<file path="src/rtl/de_pipeline.sv">
// Enabled shift pipeline of DEPTH stages, each carrying WIDTH data bits plus a valid bit.
// Tracks the number of valid tokens in flight incrementally; flush and reset clear everything.
module de_pipeline #(
  parameter int unsigned WIDTH = 8,
  parameter int unsigned DEPTH = 4
) (
  input  logic                         clk,
  input  logic                         reset,
  input  logic                         E,
  input  logic                         flush,
  input  logic [WIDTH-1:0]             D,
  input  logic                         D_valid,
  output logic [WIDTH-1:0]             Q,
  output logic                         Q_valid,
  output logic [$clog2(DEPTH+1)-1:0]   count
);

  localparam int unsigned CntW = $clog2(DEPTH+1);
  localparam logic [CntW-1:0] CntOne = CntW'(1);

  logic [WIDTH-1:0] data_q [DEPTH];
  logic [WIDTH-1:0] data_d [DEPTH];
  logic [DEPTH-1:0] valid_q;
  logic [DEPTH-1:0] valid_d;
  logic [CntW-1:0]  count_q;
  logic [CntW-1:0]  count_d;
  logic             tok_in;
  logic             tok_out;

  // D_valid is only looked at when E=1, so an X there cannot leak into state while holding.
  always_comb begin
    tok_in  = 1'b0;
    tok_out = valid_q[DEPTH-1];
    if (E) begin
      tok_in = D_valid;
    end
  end

  always_comb begin
    data_d  = data_q;
    valid_d = valid_q;
    if (flush) begin
      for (int i = 0; i < DEPTH; i++) begin
        data_d[i]  = '0;
        valid_d[i] = 1'b0;
      end
    end else if (E) begin
      data_d[0]  = D;
      valid_d[0] = D_valid;
      for (int i = 1; i < DEPTH; i++) begin
        data_d[i]  = data_q[i-1];
        valid_d[i] = valid_q[i-1];
      end
    end
  end

  always_comb begin
    count_d = count_q;
    if (flush) begin
      count_d = '0;
    end else if (E) begin
      if (tok_in && !tok_out) begin
        count_d = count_q + CntOne;
      end else if (!tok_in && tok_out) begin
        count_d = count_q - CntOne;
      end
    end
  end

  always_ff @(posedge clk or negedge reset) begin
    if (!reset) begin
      for (int i = 0; i < DEPTH; i++) begin
        data_q[i] <= '0;
      end
      valid_q <= '0;
      count_q <= '0;
    end else begin
      for (int i = 0; i < DEPTH; i++) begin
        data_q[i] <= data_d[i];
      end
      valid_q <= valid_d;
      count_q <= count_d;
    end
  end

  assign Q       = data_q[DEPTH-1];
  assign Q_valid = valid_q[DEPTH-1];
  assign count   = count_q;

endmodule
</file>
<file path="config.mk">
export PLATFORM = sky130hd
export DESIGN_NAME = de_pipeline
export DESIGN_NICKNAME = d
export VERILOG_FILES = /design/src/rtl/de_pipeline.sv
export SDC_FILE = /design/constraint.sdc
export NUM_CORES = 1
export LEC_CHECK = 0
export BUFFER_PORTS_ARGS = -buffer_cell sky130_fd_sc_hd__clkbuf_2
export CAP_MARGIN = 5
export CORE_MARGIN = 3
export CORE_UTILIZATION = 50
export DETAILED_ROUTE_END_ITERATION = 16
export GPL_ROUTABILITY_DRIVEN = 0
export PLACE_DENSITY_LB_ADDON = 0.05
export SYNTH_ARGS = -nofsm -noshare
export SYNTH_HDL_FRONTEND = slang
export SYNTH_SLANG_ARGS = --single-unit
export TNS_END_PERCENT = 30
</file>
<file path="constraint.sdc">
create_clock -name clk -period 1.6 [get_ports clk]
set_input_delay 0.08 -clock clk [delete_from_list [all_inputs] [get_ports clk]]
set_output_delay 0.08 -clock clk [all_outputs]
set_load 0.02 [all_outputs]
</file>
==> results.md <==
- Peak supply drop: around 550 uV
- Placed instance area: around 1800 um2
- H-tree depth: 2
- DRC: 0
- Switching part of the total: 24.9%
- Largest net degree at the start of global routing: 40
- Synth async-reset ratio: between 90% and 100%
- Vias in the first global route: 1150
- First-pass GRT wire length: ~5.1 mm
- Worst Hold Class: in -> reg
- Fill cell count: approximately 280
- Combinational family with the most area after synthesis: multiplexers
- Routed len/inst: around 13 um
- Final instance area: between 1500 and 2000 um2
- Maxcap violations: 0
- Slew margin rel.: 58.3%
- Hold path startpoint: D[3]
- Chip height: between 60 and 70 um
- Slowest Stage Delay on Critical Path: between 0.3 and 0.4 ns
- Worst Hold Endpoint: data_q[27]
- Root buf cell: clkbuf_4
- # rows: 20
- Post-Synthesis Cells: around 150
- Worst-path maximum fanout: 2
- Initial Util: 54.8%
- Reg2reg end: count[2]
- Final hold vios: 0
- Comb pwr share: around an eighth
- Most frequent cell after synthesis: nor2_1
- Final Max Slew Viols: 0
- Power share of the sequential group: 60.5%
- Top cell type's share of synthesized area: between 50% and 60%
- # clock sinks: 39
- Port Buffers: 24
- CP cell instances: inv_2 -> fa_2 -> nand2b_4 -> o22ai_4 -> mux2_4
- Pwr/cell area: between 800 and 900 nW/um2
- Cell taking the most area after synthesis: dfrtp_1
- Number of post-CTS setup repair buffers: 0
- Status: finished clean
- Post-DRT Antenna Nets: 0
- CP startpoint kind: register
- Worst Path Required: 1.83 ns
- Ports: 25
- CP Class: reg -> reg
- Net Count, Synth: about 160
- Slowest cell on crit path: fa_2
- R2r worst-path depth: 5
- Compound-Gate Fraction of Synth Area: about 1.3%
- EDFF count, synth: 0
- Nets: 189
- Drt total wl: slightly below 3 mm
- Crit end category: register
- Clock Pin Slew Worst Setup and Hold Paths: around 0.10 ns
- F_max: 637 MHz
- Core area: 3200 um2
- Synth unique cells: 17
- Max Root-Sink Buffers: 2
- Slew @ Worst Pin: around 0.63 ns
- Final worst path period share: between 90 and 100%
- Reg2Reg Setup Slack: slightly above 0.03 ns
- Setup Viol. Count Final: 0
- Total global routing overflow: 0
- Die W: 65.2 um
- Setup TNS Final: 0 ns
- Sequential-to-total area share from yosys stat: 55.6%
- Die area: between 4000 and 5000 um2
- Synth warn: 0
- Design internal power: approximately 1300 uW
- Cts bufs inserted: 5
- Initial antenna violation count: 0
- All-layer global routing usage: roughly 16%
- Post-synthesis adder-cell area fraction: between 1 and 1.5%
- R2r startpoint: count[1]
- Starting DRC count in detailed routing: 53
- Finished Core Util: between 60% and 70%
- Multiplexer share of the synthesized area: between 20% and 30%
- Clock power share: roughly 27%
- Syn Area/Cell: between 10 and 15 um2
- Ant. Diodes: 0
- Crit path DAT: approximately 1.8 ns
- Detailed Place HPWL: approximately 1.9 mm
- Layout cells sized above 1: between 20 and 30%
- Drt first pass iters: 4
- Seq cells post-synth: 39
- Post-Synth Simple-Gate Area: a little over a tenth
- Period minus WS final: between 1.5 and 2 ns
- TritonCTS clock tree: yes
- Area grow syn2layout: 13.6%
- Via count: approximately 1100
- Synth cell count leaders: nor2_1 (41), dfrtp_1 (39), mux2i_1 (35)
- Worst hold stages: 3
- Top cells by area, synth: dfrtp_1 (56%), mux2i_1 (20%), nor2_1 (8.8%), buf_12 (3.4%), buf_4 (3.4%)
- Skew-Pair Late Insertion Delay: roughly 0.34 ns
- Area share of xor/xnor cells in the synthesized design: 0%
- Synthesized area: between 1500 and 2000 um2
- Vias per cell: 4.92
- Primary FF master, synth: dfrtp_1
- P_sw: about 430 uW
- Max Clock Skew: about 0.0082 ns
- P_leak: ~0.0011 uW
==> metrics by stage <==
stage	instances	total power, uW	hold WS, ns	setup WS, ns
final	220	1710	0.0344	0.0311
after global routing	220	1810	0.0205	-0.00494
after CTS	220	1730	0.0229	0.0119
after detailed placement	203	1240	0.0501	0.00629
after global placement	203	1230	0.0460	0.0432
after floorplan	147	1190	-0.216	0.00525
==> kinds of logic (layout without fill, tap and decap cells) <==
group | count (synthesis) | count (layout)
AO/OA/AOI/OAI | 3 | 3
buffers and inverters | 18 | 47
AND/OR/NAND/NOR | 48 | 48
flip-flops | 39 | 39
adder cells (fa/ha/maj) | 1 | 1
multiplexers | 38 | 38
==> cells in the final DEF (no fill, tap or decap), drive strengths merged <==
cell type	count
dlygate4sd3	9
dfrtp	39
fa	1
a21oi	1
nand2b	4
nor2b	1
mux2	3
clkinv	1
mux2i	35
inv	2
o22ai	1
a21boi	1
clkbuf	31
buf	4
nor2	41
nand2	2
==> state kept, by name, summed over array words and instances (netlist names) <==
register,count
Q,8
data_q,24
valid_q,4
count,3
==> repair_timing <==
action | CTS | global route
hold endpoints to repair | 24 | 0
resized for setup | 0 | 5
hold buffers | 9 | 0
pin swaps | 1 | 2
endpoints found under the setup margin | 1 | 1
==> power groups by stage <==
stage	logic (uW)	registers (uW)	clock network, uW
final	211	1030	465
after global routing	236	1040	539
after CTS	203	1030	494
after detailed placement	185	1050	0
after global placement	178	1050	0
after floorplan	129	1060	0
==> worst max-delay path, delay by kind of cell (launching register included) <==
kind	cells	cell delay (ns)
AO/OA/AOI/OAI	1	0.18
buffers and inverters	1	0.05
multiplexers	1	0.31
flip-flops	1	0.38
AND/OR/NAND/NOR	1	0.16
adder cells (fa/ha/maj)	1	0.39
==> cell type report <==
type | instances | area [um2] | share of cell area (%)
clock inverters | 1 | 5.00 | 0.251
clock buffers | 7 | 45.0 | 2.26
repair buffers | 37 | 253 | 12.7
flip-flops and latches | 39 | 980 | 49.2
well taps | 44 | 55.1 | 2.76
multi-input cells | 90 | 647 | 32.5
inverters | 2 | 7.51 | 0.377
==> how the worst max path moves through the flow <==
stage / start / end / depth (start not counted)
floorplan: count[0] / count[2] / 5
global placement: count[0] / count[2] / 5
detailed placement: count[0] / count[2] / 5
CTS: count[0] / count[2] / 5
global route: count[1] / count[2] / 5
finish: count[1] / count[2] / 5
==> routing by layer <==
metal | up-vias | track usage, % | part of all wire (%)
li1 | 527 | - | -
met5 | - | 0 | 0
met1 | 530 | 17.8 | 42
met2 | 21 | 27.8 | 53
met4 | 0 | 6.99 | 1.5
met3 | 4 | 3.76 | 3.2
(Power assumes the default switching activity.)
